--- config.mk ---
export PLATFORM = sky130hd
export DESIGN_NAME = fios_expo_sequencer_flat
export DESIGN_NICKNAME = d
export VERILOG_FILES = /design/src/rtl/fios_expo_sequencer_if.sv /design/src/rtl/fios_expo_sequencer.sv /design/src/flat_wrapper.sv
export SDC_FILE = /design/constraint.sdc
export NUM_CORES = 1
export LEC_CHECK = 0
export ABC_CLOCK_PERIOD_IN_PS = 2550
export CAP_MARGIN = 20
export CORE_AREA = 5 5 52 87
export DETAILED_ROUTE_END_ITERATION = 12
export DIE_AREA = 0 0 57 92
export GPL_TIMING_DRIVEN = 0
export HOLD_SLACK_MARGIN = 0.02
export PLACE_DENSITY_LB_ADDON = 0.25
export SYNTH_ARGS = -nofsm -noshare
export SYNTH_HDL_FRONTEND = slang
export SYNTH_SLANG_ARGS = --single-unit
--- constraint.sdc ---
create_clock -name clock_i -period 2.55 [get_ports clock_i]
set_input_delay 0.51 -clock clock_i [delete_from_list [all_inputs] [get_ports clock_i]]
set_output_delay 0.51 -clock clock_i [all_outputs]
set_load 0.1 [all_outputs]
--- src/rtl/fios_expo_sequencer_if.sv ---
// -----------------------------------------------------------------------------
// fios_expo_sequencer_if
// Control bundle between the exponentiation sequencer and one FIOS Montgomery
// multiplier (plus the result write port of the operand register file).
// Signal names are written from the sequencer's point of view.
//   mult_start_o : one-cycle start pulse to the multiplier
//   mult_done_i  : multiplier completion pulse
//   sel_a_o      : A-operand source (0 = ACC, 2 = MSG)
//   sel_b_o      : B-operand source (0 = ACC, 1 = R2, 2 = BASE, 3 = ONE)
//   dst_o        : result destination (0 = ACC, 1 = BASE)
//   res_wr_en_o  : result write strobe (done gated by a WAIT state)
// Modports: master = sequencer, slave = multiplier / register-file side.
// -----------------------------------------------------------------------------
interface fios_expo_sequencer_if;
  logic       mult_start_o;
  logic       mult_done_i;
  logic [1:0] sel_a_o;
  logic [1:0] sel_b_o;
  logic       dst_o;
  logic       res_wr_en_o;

  modport master (
    output mult_start_o, sel_a_o, sel_b_o, dst_o, res_wr_en_o,
    input  mult_done_i
  );

  modport slave (
    input  mult_start_o, sel_a_o, sel_b_o, dst_o, res_wr_en_o,
    output mult_done_i
  );
endinterface

--- src/rtl/fios_expo_sequencer.sv ---
// -----------------------------------------------------------------------------
// fios_expo_sequencer
// Left-to-right square-and-multiply scheduler for modular exponentiation.
// Converts the message into the Montgomery domain (MSG x R2 -> BASE), loads
// ACC with Montgomery 1, squares ACC once per exponent bit and multiplies by
// BASE for every set bit, then converts back (ACC x ONE -> ACC).
// No operand data is held here; only state, selects and exponent bookkeeping.
//
// Ports:
//   clock_i, reset_n_i : clock, synchronous active-low reset
//   start_i, exp_i     : run request (sampled in IDLE) and exponent
//   mult_if (master)   : multiplier handshake, operand selects, write strobe
//   acc_init_o         : pulse loading ACC with R mod N
//   busy_o, done_o     : run in progress / one-cycle completion pulse
//
// Optional feature: define FIOS_EXPO_LZ_SKIP_EN to skip the leading zero bits
// of the exponent (SCAN state) instead of squaring Montgomery 1 repeatedly.
// -----------------------------------------------------------------------------
module fios_expo_sequencer #(
  parameter int ELEN = 16
) (
  input  logic                         clock_i,
  input  logic                         reset_n_i,
  input  logic                         start_i,
  input  logic [ELEN-1:0]              exp_i,
  fios_expo_sequencer_if.master        mult_if,
  output logic                         acc_init_o,
  output logic                         busy_o,
  output logic                         done_o
);

  localparam int BW = $clog2(ELEN + 1);

  localparam logic [1:0] SEL_A_ACC  = 2'd0;
  localparam logic [1:0] SEL_A_MSG  = 2'd2;
  localparam logic [1:0] SEL_B_ACC  = 2'd0;
  localparam logic [1:0] SEL_B_R2   = 2'd1;
  localparam logic [1:0] SEL_B_BASE = 2'd2;
  localparam logic [1:0] SEL_B_ONE  = 2'd3;
  localparam logic       DST_ACC    = 1'b0;
  localparam logic       DST_BASE   = 1'b1;

  typedef enum logic [3:0] {
    S_IDLE, S_CONV, S_CONV_W, S_INIT, S_SQ, S_SQ_W, S_MUL, S_MUL_W,
    S_NEXT, S_EXIT, S_EXIT_W, S_DONE
`ifdef FIOS_EXPO_LZ_SKIP_EN
    , S_SCAN
`endif
  } state_t;

  state_t          state_q, state_d;
  logic [ELEN-1:0] exp_q, exp_d;
  logic [BW-1:0]   bit_q, bit_d;

  logic            mult_start_q;
  logic [1:0]      sel_a_q, sel_b_q;
  logic            dst_q;
  logic            wait_q;
  logic            acc_init_q, busy_q, done_q;

  // Current exponent bit; a shift keeps the index width independent of BW.
  logic [ELEN-1:0] exp_shr;
  logic            cur_bit;
  assign exp_shr = exp_q >> bit_q;
  assign cur_bit = exp_shr[0];

  always_comb begin
    state_d = state_q;
    exp_d   = exp_q;
    bit_d   = bit_q;
    case (state_q)
      S_IDLE: begin
        if (start_i) begin
          exp_d   = exp_i;
          bit_d   = BW'(ELEN - 1);
          state_d = S_CONV;
        end
      end
      S_CONV:   state_d = S_CONV_W;
      S_CONV_W: if (mult_if.mult_done_i) state_d = S_INIT;
`ifdef FIOS_EXPO_LZ_SKIP_EN
      S_INIT:   state_d = S_SCAN;
      S_SCAN: begin
        if (cur_bit) begin
          state_d = S_SQ;
        end else if (bit_q != '0) begin
          bit_d = bit_q - BW'(1);
        end else begin
          state_d = S_EXIT;  // exponent is zero: result is Montgomery 1
        end
      end
`else
      S_INIT:   state_d = S_SQ;
`endif
      S_SQ:     state_d = S_SQ_W;
      S_SQ_W:   if (mult_if.mult_done_i) state_d = cur_bit ? S_MUL : S_NEXT;
      S_MUL:    state_d = S_MUL_W;
      S_MUL_W:  if (mult_if.mult_done_i) state_d = S_NEXT;
      S_NEXT: begin
        if (bit_q == '0) begin
          state_d = S_EXIT;
        end else begin
          bit_d   = bit_q - BW'(1);
          state_d = S_SQ;
        end
      end
      S_EXIT:   state_d = S_EXIT_W;
      S_EXIT_W: if (mult_if.mult_done_i) state_d = S_DONE;
      S_DONE:   state_d = S_IDLE;
      default:  state_d = S_IDLE;
    endcase
  end

  // State and all Moore outputs are registered together; outputs are decoded
  // from the next state so they line up with the state they describe.
  always_ff @(posedge clock_i) begin
    if (!reset_n_i) begin
      state_q      <= S_IDLE;
      exp_q        <= '0;
      bit_q        <= '0;
      mult_start_q <= 1'b0;
      sel_a_q      <= SEL_A_ACC;
      sel_b_q      <= SEL_B_ACC;
      dst_q        <= DST_ACC;
      wait_q       <= 1'b0;
      acc_init_q   <= 1'b0;
      busy_q       <= 1'b0;
      done_q       <= 1'b0;
    end else begin
      state_q      <= state_d;
      exp_q        <= exp_d;
      bit_q        <= bit_d;
      mult_start_q <= state_d inside {S_CONV, S_SQ, S_MUL, S_EXIT};
      wait_q       <= state_d inside {S_CONV_W, S_SQ_W, S_MUL_W, S_EXIT_W};
      acc_init_q   <= (state_d == S_INIT);
      busy_q       <= (state_d != S_IDLE);
      done_q       <= (state_d == S_DONE);
      sel_a_q      <= SEL_A_ACC;
      sel_b_q      <= SEL_B_ACC;
      dst_q        <= DST_ACC;
      // Selects are held from the issue state through its WAIT state.
      case (state_d)
        S_CONV, S_CONV_W: begin
          sel_a_q <= SEL_A_MSG;
          sel_b_q <= SEL_B_R2;
          dst_q   <= DST_BASE;
        end
        S_MUL, S_MUL_W:   sel_b_q <= SEL_B_BASE;
        S_EXIT, S_EXIT_W: sel_b_q <= SEL_B_ONE;
        default: ;
      endcase
    end
  end

  assign mult_if.mult_start_o = mult_start_q;
  assign mult_if.sel_a_o      = sel_a_q;
  assign mult_if.sel_b_o      = sel_b_q;
  assign mult_if.dst_o        = dst_q;
  // Only output with a combinational input path: stray dones are masked.
  assign mult_if.res_wr_en_o  = mult_if.mult_done_i & wait_q;
  assign acc_init_o           = acc_init_q;
  assign busy_o               = busy_q;
  assign done_o               = done_q;

endmodule

--- src/flat_wrapper.sv ---
// flat-port wrapper written by rule: the top's interface ports become plain ports
module fios_expo_sequencer_flat 
#(
  parameter int ELEN = 16
)
  (clock_i, reset_n_i, start_i, exp_i, acc_init_o, busy_o, done_o, mult_if_mult_start_o, mult_if_sel_a_o, mult_if_sel_b_o, mult_if_dst_o, mult_if_res_wr_en_o, mult_if_mult_done_i);
  fios_expo_sequencer_if mult_if_i ();
  input  logic clock_i;
  input  logic reset_n_i;
  input  logic start_i;
  input  logic [ELEN-1:0] exp_i;
  output logic acc_init_o;
  output logic busy_o;
  output logic done_o;
  output wire logic [$bits(mult_if_i.mult_start_o)-1:0] mult_if_mult_start_o;
  output wire logic [$bits(mult_if_i.sel_a_o)-1:0] mult_if_sel_a_o;
  output wire logic [$bits(mult_if_i.sel_b_o)-1:0] mult_if_sel_b_o;
  output wire logic [$bits(mult_if_i.dst_o)-1:0] mult_if_dst_o;
  output wire logic [$bits(mult_if_i.res_wr_en_o)-1:0] mult_if_res_wr_en_o;
  input wire logic [$bits(mult_if_i.mult_done_i)-1:0] mult_if_mult_done_i;
  assign mult_if_mult_start_o = mult_if_i.mult_start_o;
  assign mult_if_sel_a_o = mult_if_i.sel_a_o;
  assign mult_if_sel_b_o = mult_if_i.sel_b_o;
  assign mult_if_dst_o = mult_if_i.dst_o;
  assign mult_if_res_wr_en_o = mult_if_i.res_wr_en_o;
  assign mult_if_i.mult_done_i = mult_if_mult_done_i;
  fios_expo_sequencer #(.ELEN(ELEN)) u_core (.clock_i(clock_i), .reset_n_i(reset_n_i), .start_i(start_i), .exp_i(exp_i), .mult_if(mult_if_i), .acc_init_o(acc_init_o), .busy_o(busy_o), .done_o(done_o));
endmodule
==> results.yml <==
detailed_routing:
  dr.pass1.iters: 4
  drc_errors: 0
  drt-vias-per-instance: 5.393
  postRouteAntennaNets: 0
  wl_per_cell_um: 13.17
  totalWireLength_um: 3557
  drt_first_iter_violations: 52
  vias: 1456
sta:
  layout_setup_ws_ns: 0.2239
  rsz0062_at_grt: "no"
  worst_slew_pin_slew_ns: 0.9786
  post-route-min-period_ns: 2.326
  min_period_over_period: 0.9122
  setup_viol: 0
  max_freq_ghz: 0.4299
  hold_ws_ns: 0.4533
  worst_slew_margin_rel: 0.3456
  drv_slew: 0
  skew_ns: 0.002356
  fin_tns_setup_ns: 0
  hold_viol: 0
yosys:
  synthCells: 189
  ys.flop_type: "dfxtp_1"
  ys_warn_count: 0
  ys_top_cells_by_area: "dfxtp_1 40%, nand2_1 9.4%, a21oi_1 7.7%"
  synth_cell_types: 45
  async_reset_ff_frac: 0
  syn_nets: 211
  yosysTopAreaCell: "dfxtp_1"
  synthesis.area_um2: 1634
  synth-seq-cells: 33
  yosysSeqAreaShare: 0.4043
  synth_edf_count: 0
  synth_top_area_share: 0.4043
  postSynthAreaPerCell_um2: 8.646
final_layout:
  drive_gt1_frac: 0.1339
  instances_no_fill: 270
  n_antenna_cell: 0
  final_nets: 246
  design_area_um2: 2059
  final_common_cell: "nand2_1"
  post-route-util: 0.5565
  syn_to_final_growth_pct: 26.03
  final_cell_mix: "41 x nand2_1, 33 x dfxtp_1, 27 x clkdlybuf4s50_1"
clocking:
  cts_sinks: 33
  root_buffer: "clkbuf_8"
  cts_tree: "built"
  clockBufferDepth: 2
  ctsHoldBuffers: 0
  cts.clk_slew.worst_paths_ns: 0.06
  ctsHtreeMaxLevel: 2
  cts_buffers: 5
  clk_latency_ns: 0.28
floorplan:
  die_width_um: 57
  initial_core_util: 0.4415
  fp-row-count: 29
  io_pins: 30
  die_h_um: 92
  core_area_um2: 3701
  dieArea_um2: 5244
hold_path:
  hold_path_end: "u_core.exp_q[4]"
  hold_class: "reg2reg"
  whs_path_depth: 2
  min_from: "u_core.exp_q[4]"
critical_path:
  rr_startpoint: "u_core.bit_q[0]"
  critPathCaptureType: "output pin"
  crit_required_ns: 2.04
  start_kind: "flip-flop"
  r2r_cells: 8
  critical_path.n_buffers_inverters: 2
  rrSetupSlack_ns: 0.43
  crit_path_max_incr_delay_ns: 1.12
  cp_max_fo: 2
  critPathTopFamily: "buffers and inverters"
  rr_endpoint: "u_core.mult_if.mult_start_o"
  arrival_ns: 1.82
  critical_path_class: "reg2out"
  slowest_stage: "clkdlybuf4s50_1"
  cp_cell_sequence: "buf_4 > clkdlybuf4s50_1"
global_routing:
  grt_pass1_wl_um: 5844
  antenna_found_initial: 0
  grt_max_degree: 11
  overflow: 0
  grtUsageTotal: 0.1450
  grt_pass1_vias: 1387
placed_design:
  gp_congestion: 0.7941
  place.port_buffers: 28
  hpwl_um: 2708
  dp_cells: 263
  pre_cts_ws_ns: -0.3335
  postPlaceCellArea_um2: 1972
power:
  peakVddDrop_uv: 625.4
  p_leak_nw: 0.7581
  p_per_area_nw_per_um2: 739.5
  p_total_mw: 1.523
status:
  status: "finished clean"
run:
  drv_cap: 0
state kept, by name, indices dropped and copies added, names as in the netlist:
signal and cells:
u_core.exp_q 16, u_core.mult_if.mult_start_o 1, u_core.wait_q 1, u_core.acc_init_o 1
u_core.busy_o 1, u_core.done_o 1, u_core.bit_q 5, u_core.mult_if.sel_a_o 1
u_core.mult_if.sel_b_o 2, u_core.state_q 4
area by class of cell:
type	count	area (um2)
Buffer	12	76.32
Sequential cell	33	660.6
Multi-Input combinational cell	138	874.6
Timing Repair Buffer	28	281.5
Fill cell	349	1642
Tap cell	46	57.56
Inverter	6	22.52
Clock buffer	7	86.33
worst min-delay path, cell delays in order (launching register included):
cell     delay, ns
dfxtp_1       0.31
nand2_1       0.05
a21oi_1       0.05
per-layer routing:
layer / wire, um / GRT usage / part of all wire / up-vias
met5: 0 / 0 / 0 / -
met4: 172 / 0.1044 / 0.048 / 0
met1: 1315 / 0.1272 / 0.37 / 680
met2: 1915 / 0.2681 / 0.54 / 41
li1: - / - / - / 723
met3: 154 / 0.04213 / 0.043 / 12
kinds of logic (layout without fill, tap and decap cells):
kind of cell	count (synthesis)	count (layout)	share of synthesized area
flip-flops	33	33	0.4043
buffers and inverters	18	53	0.06049
AO/OA/AOI/OAI	48	48	0.1953
multiplexers	7	7	0.06202
XOR/XNOR	3	3	0.01608
adder cells (fa/ha/maj)	2	2	0.01531
other	1	1	0.002295
AND/OR/NAND/NOR	77	77	0.2443
repair_timing:
item,in CTS,in global routing
resized for setup,3,0
endpoints found under the setup margin,1,0
buffers inserted,0,0
power breakdown:
group | switching (mW) | internal (mW)
clock network | 0.171 | 0.214
logic | 0.345 | 0.187
registers | 0.0327 | 0.574
how the worst max path moves through the flow:
stage	endpoint	depth (start not counted)	slack (ns)	start
floorplan	u_core.mult_if.mult_start_o	8	0.68	u_core.bit_q[0]
finish	mult_if_sel_a_o[1]	2	0.22	u_core.mult_if.sel_a_o[1]
global placement	mult_if_res_wr_en_o	3	-0.35	mult_if_mult_done_i
CTS	mult_if_sel_a_o[1]	2	0.20	u_core.mult_if.sel_a_o[1]
global route	mult_if_sel_a_o[1]	2	0.17	u_core.mult_if.sel_a_o[1]
detailed placement	mult_if_res_wr_en_o	3	-0.33	mult_if_mult_done_i
Yosys cell counts (4+ instances only):
| cell | instances |
|---|---|
| a21oi_1 | 25 |
| buf_2 | 4 |
| mux2_2 | 4 |
| nand2_1 | 41 |
| a211oi_1 | 4 |
| nor3b_1 | 4 |
| nor2_1 | 10 |
| dfxtp_1 | 33 |
| inv_1 | 5 |
Note: power is estimated with default switching activity, not from simulation.
